[config.mk]
export PLATFORM = sky130hd
export DESIGN_NAME = weight_loader
export DESIGN_NICKNAME = d
export VERILOG_FILES = /design/src/rtl/weight_loader.sv
export SDC_FILE = /design/constraint.sdc
export NUM_CORES = 1
export LEC_CHECK = 0
export ABC_CLOCK_PERIOD_IN_PS = 3080
export BUFFER_PORTS_ARGS = -buffer_cell sky130_fd_sc_hd__buf_2
export CAP_MARGIN = 20
export CELL_PAD_IN_SITES_DETAIL_PLACEMENT = 1
export CELL_PAD_IN_SITES_GLOBAL_PLACEMENT = 1
export CORE_ASPECT_RATIO = 0.9
export CORE_MARGIN = 4
export CORE_UTILIZATION = 42
export CTS_CLUSTER_SIZE = 10
export DETAILED_ROUTE_END_ITERATION = 16
export PLACE_DENSITY_LB_ADDON = 0.3
export SYNTH_ARGS = -nofsm -noshare
export SYNTH_HDL_FRONTEND = slang
export SYNTH_SLANG_ARGS = --single-unit
[constraint.sdc]
create_clock -name clk -period 3.08 [get_ports clk]
set_input_delay 0.308 -clock clk [delete_from_list [all_inputs] [get_ports clk]]
set_output_delay 0.308 -clock clk [all_outputs]
set_load 0.005 [all_outputs]
[src/rtl/weight_loader.sv]
// Sequential weight-memory writer: packs four stream bytes (MSB first) into a
// 32-bit word, writes words to addresses 0..DEPTH-1, then reports done and a checksum.
module weight_loader #(
  parameter int unsigned DEPTH  = 50176,
  parameter int unsigned ADDR_W = 16
) (
  input  logic              clk,
  input  logic              reset,
  input  logic              start,
  input  logic [7:0]        byte_in,
  input  logic              byte_valid,
  output logic              byte_ready,
  output logic              wr_en,
  output logic [ADDR_W-1:0] wr_addr,
  output logic [31:0]       wr_data,
  output logic              busy,
  output logic              done,
  output logic [31:0]       checksum
);

  typedef enum logic [1:0] {IDLE, LOAD, WRITE, DONE} state_t;

  localparam logic [ADDR_W-1:0] LAST_ADDR = ADDR_W'(DEPTH - 1);

  state_t      state;
  state_t      state_nxt;
  logic [1:0]  byte_cnt;
  logic [31:0] word;
  logic        hs;

  // State register
  always_ff @(posedge clk) begin
    if (reset) state <= IDLE;
    else       state <= state_nxt;
  end

  // Next-state decode; a handshake only exists while in LOAD
  always_comb begin
    state_nxt = state;
    hs        = 1'b0;
    case (state)
      IDLE, DONE: if (start) state_nxt = LOAD;
      LOAD: begin
        hs = byte_valid;
        if (byte_valid && byte_cnt == 2'd3) state_nxt = WRITE;
      end
      WRITE:   state_nxt = (wr_addr == LAST_ADDR) ? DONE : LOAD;
      default: state_nxt = IDLE;
    endcase
  end

  // Status outputs registered from the next state so they align with the state register
  always_ff @(posedge clk) begin
    if (reset) begin
      byte_ready <= 1'b0;
      wr_en      <= 1'b0;
      busy       <= 1'b0;
      done       <= 1'b0;
    end else begin
      byte_ready <= (state_nxt == LOAD);
      wr_en      <= (state_nxt == WRITE);
      busy       <= (state_nxt == LOAD) || (state_nxt == WRITE);
      done       <= (state_nxt == DONE);
    end
  end

  // Byte assembly, address counter and checksum
  always_ff @(posedge clk) begin
    if (reset) begin
      byte_cnt <= 2'd0;
      word     <= 32'd0;
      wr_addr  <= '0;
      wr_data  <= 32'd0;
      checksum <= 32'd0;
    end else begin
      case (state)
        IDLE, DONE: begin
          if (start) begin
            byte_cnt <= 2'd0;
            wr_addr  <= '0;
            checksum <= 32'd0;
          end
        end
        LOAD: begin
          if (hs) begin
            word     <= {word[23:0], byte_in};
            byte_cnt <= byte_cnt + 2'd1;
            if (byte_cnt == 2'd3) wr_data <= {word[23:0], byte_in};
          end
        end
        WRITE: begin
          checksum <= checksum + wr_data;
          if (wr_addr != LAST_ADDR) wr_addr <= wr_addr + ADDR_W'(1);
        end
        default: ;
      endcase
    end
  end

endmodule

==> impl_metrics.yaml <==
outcome:
  status: "finished, final reports clean"
global_route:
  grt_max_degree: 42
  grt_first_pass_wirelength_um: 25900
  antenna_found_initial: 0
  grt_overflow: 0
  grt_usage_pct: 21.5
  grt_pass1_vias: 5125
critical_path:
  worstPathArrival_ns: 3.24
  r2r_slack_ns: 0.08
  timing.rr.end: "checksum[31]"
  cp_max_fo: 5
  end_kind: "register"
  crit_path_cell_trace: "ha_1 > a21o_1 > a221o_1 > a211o_1 > a2111oi_4 > nor3_1 > o31a_1 > or2_0 > a221o_1"
  worstSetupStartpointType: "register"
  cp-startpoint: "wr_data[10]"
  slowest_stage: "a221o_1"
  reg2reg_from: "wr_data[10]"
  cp_common_cell: "a221o_1"
  reg2reg_depth: 9
  cp_top_family: "compound AO/OA/AOI/OAI gates"
  slowest_delay_ns: 0.37
  timing.critical_path.buf_inv: 0
  crit_type: "reg2reg"
  worstPathRequired_ns: 3.32
yosys:
  synth_top_area_share_pct: 40.4
  synth_simple_gate_area_share_pct: 18.0
  synth_xor_area_share_pct: 5.99
  netlist_area_um2: 5550
  ys_seq_area_share_pct: 40.4
  synth-edff-count: 0
  synthAdderAreaFrac_pct: 8.92
  synthDistinctLibCells: 57
  ys_seq_elements: 112
  muxShareOfSynthArea_pct: 0.360
  syn_avg_cell_area_um2: 8.42
  synth_top_area_cell: "dfxtp_1"
  synth_top_family_by_area: "compound AO/OA/AOI/OAI gates"
  synth_flop_cell: "dfxtp_1"
  synth_area_leaders: "dfxtp_1 (40%), nand2_1 (9.1%), ha_1 (8.6%)"
  synth_compound_gate_area_share_pct: 23.6
  synthArstFlopShare_pct: 0
  ys_warn_count: 0
  synth_fp_nets: 711
  syn_inst: 660
final_layout:
  antenna_cells: 0
  drive_above_1_share_pct: 17.9
  fin_cells: 920
  post-route-util_pct: 51.1
  n_fill_cell: 1579
  area_growth_pct: 18.1
  design_area_um2: 6560
  nNetsFinal: 802
timing:
  setup_viol: 0
  final.period_utilization_pct: 97.3
  drv_slew: 0
  fmax_mhz: 334
  slew-limit-headroom_pct: 45.7
  worstMarginPinSlew_ns: 0.815
  tns_ns: 0
  skew_ns: 0.00807
  fin_crit_ns: 3.00
  hold_violations: 0
die:
  die-area_um2: 15100
  die_y_um: 117
  core-area_um2: 12800
  num_rows: 39
  io-pin-count: 96
  die_x_um: 129
  start_util_pct: 43.3
clocking:
  clk_latency_ns: 0.36
  cts-root-buf: "clkbuf_16"
  cts_post_setup_buffers_inserted: 0
  cts_sinks: 112
  tritoncts: "built"
  clkSlewWorstSetupHoldPaths_ns: 0.07
  cts_buffers: 9
  clockBufferDepth: 2
  h-tree-depth: 3
job:
  drv_cap: 0
place:
  gp_congestion: 0.936
  dp_cells: 904
  placed_area_um2: 6230
  hpwlAfterDp_um: 12000
  portBuffers: 95
routing:
  first_pass_iters: 4
  drt_wl_total_um: 16400
  vias_per_cell: 5.53
  avgRoutedWirePerCell_um: 17.8
  num_vias: 5086
  postRouteAntennaNets: 0
  drc: 0
  drt_iter0_drc: 236
worst_hold_path:
  min_from: "byte_in[2]"
  hold_depth: 3
  hold_path_class: "in2reg"
  hold_end: "wr_data[2]"
pwr:
  p_per_area_nw_per_um2: 425
  p_leak_uw: 0.00294
  peakVddDrop_v: 0.000281
==> layer usage <==
| layer | GRT usage (%) | up-vias | share of wire [%] |
|---|---|---|---|
| met3 | 4.72 | 22 | 3.9 |
| met4 | 6.93 | 0 | 2.0 |
| li1 | - | 2499 | - |
| met2 | 37.7 | 86 | 48 |
| met1 | 26.5 | 2479 | 46 |
| met5 | 0 | - | 0 |
==> worst max-delay path by stage <==
stage	to	slack, ns	cells past startpoint
2_1_floorplan	checksum[31]	0.30	9
3_3_place_gp	checksum[31]	0.17	9
3_5_place_dp	checksum[31]	0.06	9
4_1_cts	checksum[31]	0.01	9
5_1_grt	checksum[29]	-0.04	10
6_report	checksum[31]	0.08	9
==> tightest hold or removal path: cells and delay by family <==
family          cells  cell delay [ns]
compound gates      1             0.05
buf+inv             1             0.11
simple gates        1             0.05
==> through the flow <==
step / setup slack (ns) / hold WS (ns) / power (uW)
CTS: 0.0125 / 0.202 / 2820
floorplan: 0.302 / 0.432 / 1580
detailed placement: 0.0565 / 0.449 / 1630
global placement: 0.174 / 0.448 / 1620
global route: -0.0378 / 0.217 / 2880
finish: 0.0826 / 0.214 / 2790
==> cells by family (layout without fill, tap and decap cells) <==
logic type               Yosys count  count (layout)
adder cells (fa/ha/maj)           39              39
AO/OA/AOI/OAI                    194             194
buffers and inverters             40             136
XOR/XNOR                          38              38
flip-flops                       112             112
AND/OR/NAND/NOR                  235             235
multiplexers                       2               2
==> flip-flops by register name (all words and copies together) (netlist names) <==
signal,flops
checksum,32
busy,1
done,1
wr_addr,16
byte_cnt,2
wr_data,32
word,24
byte_ready,1
state,2
wr_en,1
==> synthesized netlist by cell type (3+ instances only) <==
cell	n
buf_1	3
nand3_1	12
nand4_1	4
a211oi_1	7
dfxtp_1	112
clkbuf_1	23
nand2b_1	3
or3_1	5
a21oi_1	86
ha_1	38
nor2_1	48
xor2_1	16
nand2_1	135
a22o_1	15
a211o_1	3
o21bai_1	3
nor2b_1	7
inv_1	14
o21ai_0	18
a22oi_1	11
a21o_2	3
and2_1	5
a21o_1	10
o21a_1	8
and3_1	7
xnor2_1	22
==> layout make-up <==
type                       count  area, um^2  area share [%]
multi-input combinational    508        3180            48.5
sequential                   112        2240            34.2
timing repair buffer         106         571            8.70
clock buffer                  15         298            4.54
tap                          164         205            3.13
inverter                      14        52.6           0.801
clock inverter                 1        7.51           0.114
==> power by group <==
group / switching, uW / internal [uW] / leakage, uW
Clock: 533 / 661 / 0.000148
Sequential: 10.8 / 1460 / 0.000903
Combinational: 87.0 / 33.7 / 0.00189
Total: 631 / 2160 / 0.00294
==> what timing repair did <==
| item | in CTS | in global routing |
|---|---|---|
| hold buffers | 0 | 0 |
| endpoints found under the setup margin | 0 | 4 |
| resized for setup | 0 | 3 |
==> cells in the final DEF (no fill, tap or decap), types with 10 or more instances in the layout <==
| cell | count |
|---|---|
| a21o_1 | 10 |
| a21oi_1 | 86 |
| a22o_1 | 15 |
| a22oi_1 | 11 |
| buf_2 | 95 |
| buf_4 | 10 |
| dfxtp_1 | 112 |
| ha_1 | 38 |
| inv_1 | 14 |
| nand2_1 | 135 |
| nand3_1 | 12 |
| nor2_1 | 48 |
| o21ai_0 | 18 |
| xnor2_1 | 22 |
| xor2_1 | 16 |
No activity file was read; power rests on OpenSTA's default activity.
